--- config.mk ---
export PLATFORM = sky130hd
export DESIGN_NAME = ps2_direction_decoder_flat
export DESIGN_NICKNAME = d
export VERILOG_FILES = /design/src/rtl/ps2_direction_decoder_if.sv /design/src/rtl/ps2_direction_decoder.sv /design/src/flat_wrapper.sv
export SDC_FILE = /design/constraint.sdc
export NUM_CORES = 1
export LEC_CHECK = 0
export ABC_AREA = 1
export CAP_MARGIN = 20
export CORE_MARGIN = 2
export CORE_UTILIZATION = 40
export CTS_CLUSTER_SIZE = 10
export DETAILED_ROUTE_END_ITERATION = 10
export PLACE_DENSITY_LB_ADDON = 0.08
export SETUP_SLACK_MARGIN = 0.1
export SLEW_MARGIN = 20
export SYNTH_ARGS = -nofsm -noshare
export SYNTH_HDL_FRONTEND = slang
export SYNTH_SLANG_ARGS = --single-unit
--- constraint.sdc ---
create_clock -name clock -period 3.1 [get_ports clock]
set_input_delay 0.62 -clock clock [delete_from_list [all_inputs] [get_ports clock]]
set_output_delay 0.62 -clock clock [all_outputs]
set_load 0.01 [all_outputs]
--- src/rtl/ps2_direction_decoder_if.sv ---
// rtl/ps2_direction_decoder_if.sv - scan-byte input, command queue and status bundle
interface ps2_direction_decoder_if #(
    parameter int FIFO_DEPTH = 4
);
    logic                          ps2_key_pressed;
    logic [7:0]                    ps2_key_data;
    logic                          cmd_valid;
    logic [2:0]                    cmd_code;
    logic                          cmd_ready;
    logic [3:0]                    held;
    logic [$clog2(FIFO_DEPTH):0]   fifo_count;
    logic                          overflow;

    modport master (
        output ps2_key_pressed, ps2_key_data, cmd_ready,
        input  cmd_valid, cmd_code, held, fifo_count, overflow
    );

    modport slave (
        input  ps2_key_pressed, ps2_key_data, cmd_ready,
        output cmd_valid, cmd_code, held, fifo_count, overflow
    );
endinterface

--- src/rtl/ps2_direction_decoder.sv ---
// rtl/ps2_direction_decoder.sv - set-2 scan bytes to direction/pause command queue; PS2_WASD_EN adds WASD keys
module ps2_direction_decoder #(
    parameter int FIFO_DEPTH     = 4,
    parameter int TIMEOUT_CYCLES = 50000
) (
    input  logic                   clock,
    input  logic                   resetn,
    ps2_direction_decoder_if.slave bus
);
    localparam int              AW       = (FIFO_DEPTH > 1) ? $clog2(FIFO_DEPTH) : 1;
    localparam int              TW       = $clog2(TIMEOUT_CYCLES + 1);
    localparam logic [TW-1:0]   TMO_LAST = TW'(TIMEOUT_CYCLES - 1);
    localparam logic [AW:0]     DEPTH    = (AW + 1)'(FIFO_DEPTH);

    typedef enum logic [1:0] {IDLE, EXT, BRK, EXT_BRK} state_t;

    state_t         state;
    logic [TW-1:0]  tmo_cnt;
    logic [3:0]     held;
    logic [2:0]     mem [FIFO_DEPTH];
    logic [AW-1:0]  wr_ptr;
    logic [AW-1:0]  rd_ptr;
    logic [AW:0]    count;
    logic           overflow;

    logic           is_ext, is_brk, final_byte, dir_hit, pause_hit;
    logic           make, brk, push, pop, full, wr_en;
    logic [1:0]     dir;
    logic [2:0]     push_code;
    logic [7:0]     data;

    assign data = bus.ps2_key_data;

    always_comb begin
        is_ext     = (state == EXT) || (state == EXT_BRK);
        is_brk     = (state == BRK) || (state == EXT_BRK);
        final_byte = bus.ps2_key_pressed;
        // Prefix bytes only advance the FSM in IDLE/EXT; after F0 any byte completes the sequence.
        if ((state == IDLE || state == EXT) && (data == 8'hE0 || data == 8'hF0))
            final_byte = 1'b0;
        dir_hit   = 1'b0;
        dir       = 2'd0;
        pause_hit = 1'b0;
        if (is_ext) begin
            case (data)
                8'h75:   begin dir_hit = 1'b1; dir = 2'd0; end
                8'h72:   begin dir_hit = 1'b1; dir = 2'd1; end
                8'h6B:   begin dir_hit = 1'b1; dir = 2'd2; end
                8'h74:   begin dir_hit = 1'b1; dir = 2'd3; end
                default: ;
            endcase
        end else begin
            case (data)
                8'h4D:   pause_hit = 1'b1;
`ifdef PS2_WASD_EN
                8'h1D:   begin dir_hit = 1'b1; dir = 2'd0; end
                8'h1B:   begin dir_hit = 1'b1; dir = 2'd1; end
                8'h1C:   begin dir_hit = 1'b1; dir = 2'd2; end
                8'h23:   begin dir_hit = 1'b1; dir = 2'd3; end
`endif
                default: ;
            endcase
        end
        make      = final_byte && !is_brk;
        brk       = final_byte && is_brk;
        push      = make && (pause_hit || (dir_hit && !held[dir]));
        push_code = pause_hit ? 3'd4 : {1'b0, dir};
        full      = (count == DEPTH);
        pop       = bus.cmd_ready && (count != '0);
        wr_en     = push && (!full || pop);
    end

    always_ff @(posedge clock) begin
        if (wr_en)
            mem[wr_ptr] <= push_code;
    end

    always_ff @(posedge clock or negedge resetn) begin
        if (!resetn) begin
            state    <= IDLE;
            tmo_cnt  <= '0;
            held     <= 4'b0000;
            wr_ptr   <= '0;
            rd_ptr   <= '0;
            count    <= '0;
            overflow <= 1'b0;
        end else begin
            if (bus.ps2_key_pressed) begin
                tmo_cnt <= '0;
                case (state)
                    IDLE:    state <= (data == 8'hE0) ? EXT :
                                      (data == 8'hF0) ? BRK : IDLE;
                    EXT:     state <= (data == 8'hF0) ? EXT_BRK :
                                      (data == 8'hE0) ? EXT : IDLE;
                    default: state <= IDLE;
                endcase
            end else if (state != IDLE) begin
                if (tmo_cnt == TMO_LAST) begin
                    state   <= IDLE;
                    tmo_cnt <= '0;
                end else begin
                    tmo_cnt <= tmo_cnt + 1'b1;
                end
            end else begin
                tmo_cnt <= '0;
            end

            if (make && dir_hit)
                held[dir] <= 1'b1;
            else if (brk && dir_hit)
                held[dir] <= 1'b0;

            if (wr_en)
                wr_ptr <= wr_ptr + 1'b1;
            if (pop)
                rd_ptr <= rd_ptr + 1'b1;
            case ({wr_en, pop})
                2'b10:   count <= count + 1'b1;
                2'b01:   count <= count - 1'b1;
                default: ;
            endcase
            if (push && full && !pop)
                overflow <= 1'b1;
        end
    end

    assign bus.cmd_valid  = (count != '0);
    assign bus.cmd_code   = bus.cmd_valid ? mem[rd_ptr] : 3'd0;
    assign bus.held       = held;
    assign bus.fifo_count = count;
    assign bus.overflow   = overflow;
endmodule

--- src/flat_wrapper.sv ---
// flat-port wrapper written by rule: the top's interface ports become plain ports
module ps2_direction_decoder_flat 
#(
    parameter int FIFO_DEPTH     = 4,
    parameter int TIMEOUT_CYCLES = 50000
)
  (clock, resetn, bus_ps2_key_pressed, bus_ps2_key_data, bus_cmd_ready, bus_cmd_valid, bus_cmd_code, bus_held, bus_fifo_count, bus_overflow);
  ps2_direction_decoder_if #(.FIFO_DEPTH(FIFO_DEPTH)) bus_i ();
  input  logic clock;
  input  logic resetn;
  input wire logic [$bits(bus_i.ps2_key_pressed)-1:0] bus_ps2_key_pressed;
  input wire logic [$bits(bus_i.ps2_key_data)-1:0] bus_ps2_key_data;
  input wire logic [$bits(bus_i.cmd_ready)-1:0] bus_cmd_ready;
  output wire logic [$bits(bus_i.cmd_valid)-1:0] bus_cmd_valid;
  output wire logic [$bits(bus_i.cmd_code)-1:0] bus_cmd_code;
  output wire logic [$bits(bus_i.held)-1:0] bus_held;
  output wire logic [$bits(bus_i.fifo_count)-1:0] bus_fifo_count;
  output wire logic [$bits(bus_i.overflow)-1:0] bus_overflow;
  assign bus_i.ps2_key_pressed = bus_ps2_key_pressed;
  assign bus_i.ps2_key_data = bus_ps2_key_data;
  assign bus_i.cmd_ready = bus_cmd_ready;
  assign bus_cmd_valid = bus_i.cmd_valid;
  assign bus_cmd_code = bus_i.cmd_code;
  assign bus_held = bus_i.held;
  assign bus_fifo_count = bus_i.fifo_count;
  assign bus_overflow = bus_i.overflow;
  ps2_direction_decoder #(.FIFO_DEPTH(FIFO_DEPTH), .TIMEOUT_CYCLES(TIMEOUT_CYCLES)) u_core (.clock(clock), .resetn(resetn), .bus(bus_i));
endmodule
==> flow_summary.yaml <==
worst_hold_path:
  holdPathStages: 1
  worstHoldEndpoint: "u_core.tmo_cnt[0]"
  min_from: "u_core.tmo_cnt[0]"
  min_path_type: "register to register"
logic_synthesis:
  ys_seq_area_frac: 0.492
  synthCells: 270
  synth-simple-area-share: 0.293
  synth_top_area_share: 0.333
  yosysTopAreaCell: "dfrtp_1"
  yosys_warnings: 0
  synthFlopType: "dfrtp_1"
  synth_cell_types: 32
  synth_top_family_by_area: "simple AND/OR/NAND/NOR gates"
  synth_xor_area_frac: 0.0349
  ys_top_cells_by_area: "dfrtp_1 (33%), edfxtp_1 (16%), nand2_1 (8.8%), nor2_1 (7.2%), inv_1 (6.8%)"
  muxShareOfSynthArea: 0
  synth_compound_area_frac: 0.0637
  synthesis.area_um2: 2260
  synth_fa_ha_area_frac: 0.0421
  ys_ff_latch: 42
  synth_nets: 289
  synth_edf_count: 12
  synthArstFlopShare: 0.714
  avgSynthCellArea_um2: 8.36
clocking:
  cts_root_buf: "clkbuf_8"
  cts-htree-levels: 2
  clk-insertion-delay-late_ns: 0.29
  cts_buffer_depth: 2
  numClockSinks: 42
  cts_inserted_buffers: 5
  clkTransAtPathRegs_ns: 0.08
  cts_tree: "done"
  hold_buffers: 0
timing:
  hold_violations: 0
  post-route-period-util: 0.889
  slew_headroom: 0.556
  setup_viol: 0
  worstMarginPinSlew_ns: 0.665
  drv_slew: 0
  setup_tns_ns: 0
  clock_skew_ns: 0.00561
  min_period_ns: 2.76
  grt_setup_unrepaired: "no"
  clock.fmax_mhz: 363
  setup_ws_ns: 0.344
placement:
  placement.io_buffers: 23
  dp_hpwl_um: 3210
  dpl_worst_slack_ns: 0.00314
  globalplace.congestion: 0.777
  dpl_cell_area_um2: 2610
routing:
  wl_met1_um: 2120
  postRouteAntennaNets: 0
  first_pass_iters: 4
  drt-initial-drc-count: 99
  route.met2.wl_um: 1940
  met3WireLength_um: 135
  drt-wirelength-per-cell_um: 11.3
  wl_um: 4260
  via_per_inst: 4.70
  top_layer: "met4"
  drcViolationCount: 0
  vias: 1768
finish:
  nets: 322
  regArea_um2: 1110
  final_cell_mix: "nand2_1 (51), nor2_1 (42), inv_1 (41)"
  n_fill_cell: 557
  final_common_cell: "nand2_1"
  fin_area_um2: 2730
  antennaDiodeCount: 0
  area_growth_syn_to_layout_pct: 20.9
  drive_gt1_frac: 0.0822
  multi_input_area_um2: 991
setup_path:
  reg2reg_slack_ns: 0.75
  r2r_cells: 14
  cp_data_required_time_ns: 3.27
  crit_fanout: 4
  start_kind: "input pin"
  r2r_start: "u_core.state[0]"
  worstSetupEndpointType: "register"
  worstPathArrival_ns: 2.93
  worstSetupPathType: "input pin to register"
  timing.rr.end: "u_core.bus.fifo_count[2]"
die:
  start_util: 0.412
  dieArea_um2: 6260
  die_w_um: 79.1
  coreArea_um2: 5470
  io_pins: 24
  placementRows: 27
  die_h_um: 79.1
power:
  switching_power_mw: 0.421
  power.share.clock: 0.287
  sw_frac_of_total: 0.291
  pwr-share-seq: 0.449
  ir_drop_v: 0.000295
  cellPowerDensity_nw_per_um2: 530
  pwr-share-comb: 0.264
  leakage_nw: 1.21
  internal-power_mw: 1.02
grt:
  grt_pass1_wl_um: 7690
  grt_pass1_vias: 1792
  grt_util_all_layers: 0.154
  grt_max_degree: 31
  antenna_found_initial: 0
  grt_remaining_overflow: 0
outcome:
  status: "finished, final reports clean"
job:
  maxCapViolations: 0
[Yosys cell counts, types with 2 or more instances]
library cell  instances
nor2_1               43
nand2_1              53
a21oi_1               5
edfxtp_1             12
ha_1                  6
xnor2_1               3
nand3_1              11
nand3_2               2
nor3_4                2
nand2_2               2
a31oi_1               2
inv_1                41
nand4_1               6
nor3b_1               4
nor4_1                2
o21ai_0              14
nor3_1               13
dfrtp_1              30
xor2_1                6
[layout make-up]
cell class | count | area share
flip-flops and latches | 42 | 0.407
multi-input cells | 184 | 0.363
repair buffers | 28 | 0.0981
inverters | 42 | 0.0578
clock buffers | 8 | 0.0408
well taps | 72 | 0.0330
[worst max-delay path, cell delays in order]
cell             delay [ns]
clkdlybuf4s50_1        0.49
nand2_2                0.11
nor2_2                 0.13
nand2_1                0.05
nand2_1                0.08
nand2_1                0.10
inv_1                  0.09
nand2_1                0.05
nand3_1                0.07
nand2_2                0.08
nand3_4                0.07
ha_1                   0.14
inv_1                  0.06
fa_1                   0.37
a21oi_1                0.14
o21ai_0                0.11
xor2_1                 0.15
[worst max-delay path by stage]
stage / start / end / slack [ns] / cells after the start
5_1_grt: bus_ps2_key_data[1] / u_core.bus.fifo_count[2] / 0.10 / 17
2_1_floorplan: bus_ps2_key_data[7] / u_core.bus.fifo_count[2] / 0.52 / 17
3_3_place_gp: bus_ps2_key_data[6] / u_core.bus.fifo_count[2] / 0.02 / 17
3_5_place_dp: bus_ps2_key_data[6] / u_core.bus.fifo_count[2] / 0.003 / 17
6_report: bus_ps2_key_data[6] / u_core.bus.fifo_count[2] / 0.34 / 17
4_1_cts: bus_ps2_key_data[6] / u_core.bus.fifo_count[2] / 0.30 / 17
[metrics by stage]
step / power (mW) / hold slack (ns) / utilization / std cells
final: 1.45 / 0.485 / 0.499 / 376
after global routing: 1.54 / 0.520 / 0.499 / 376
after CTS: 1.46 / 0.495 / 0.497 / 376
after detailed placement: 1.05 / 0.476 / 0.476 / 368
after global placement: 1.04 / 0.477 / 0.476 / 368
after floorplan: 0.867 / 0.324 / - / 270
[state kept, by name (all words and copies together), names as in the netlist, named ones only]
signal                 cells
u_core.tmo_cnt            16
u_core.bus.overflow        1
u_core.wr_ptr              2
u_core.bus.fifo_count      3
u_core.state               2
u_core.rd_ptr              2
u_core.mem                12
[what timing repair did]
item / in CTS / in global routing
resized for setup: 0 / 3
setup buffers: 0 / 0
endpoints found under the setup margin: 0 / 1
[logic make-up after synthesis]
group | after synthesis
adders and majority gates | 7
AOI/OAI and AO/OA | 26
and+or+nand+nor | 142
DFF | 42
xor gates and xnor gates | 9
buffers and inverters | 44
[power groups by stage]
stage	sequential, mW	clock (mW)	combinational (mW)
floorplan	0.652	0	0.216
global placement	0.660	0	0.378
detailed placement	0.662	0	0.384
CTS	0.650	0.427	0.387
global route	0.658	0.448	0.438
finish	0.649	0.414	0.382
[per-layer routing]
layer	GRT usage	vias to the layer above
li1	-	937
met1	0.200	790
met2	0.259	35
met3	0.0239	6
met4	0.0621	0
met5	0	-
(Power assumes the default switching activity.)
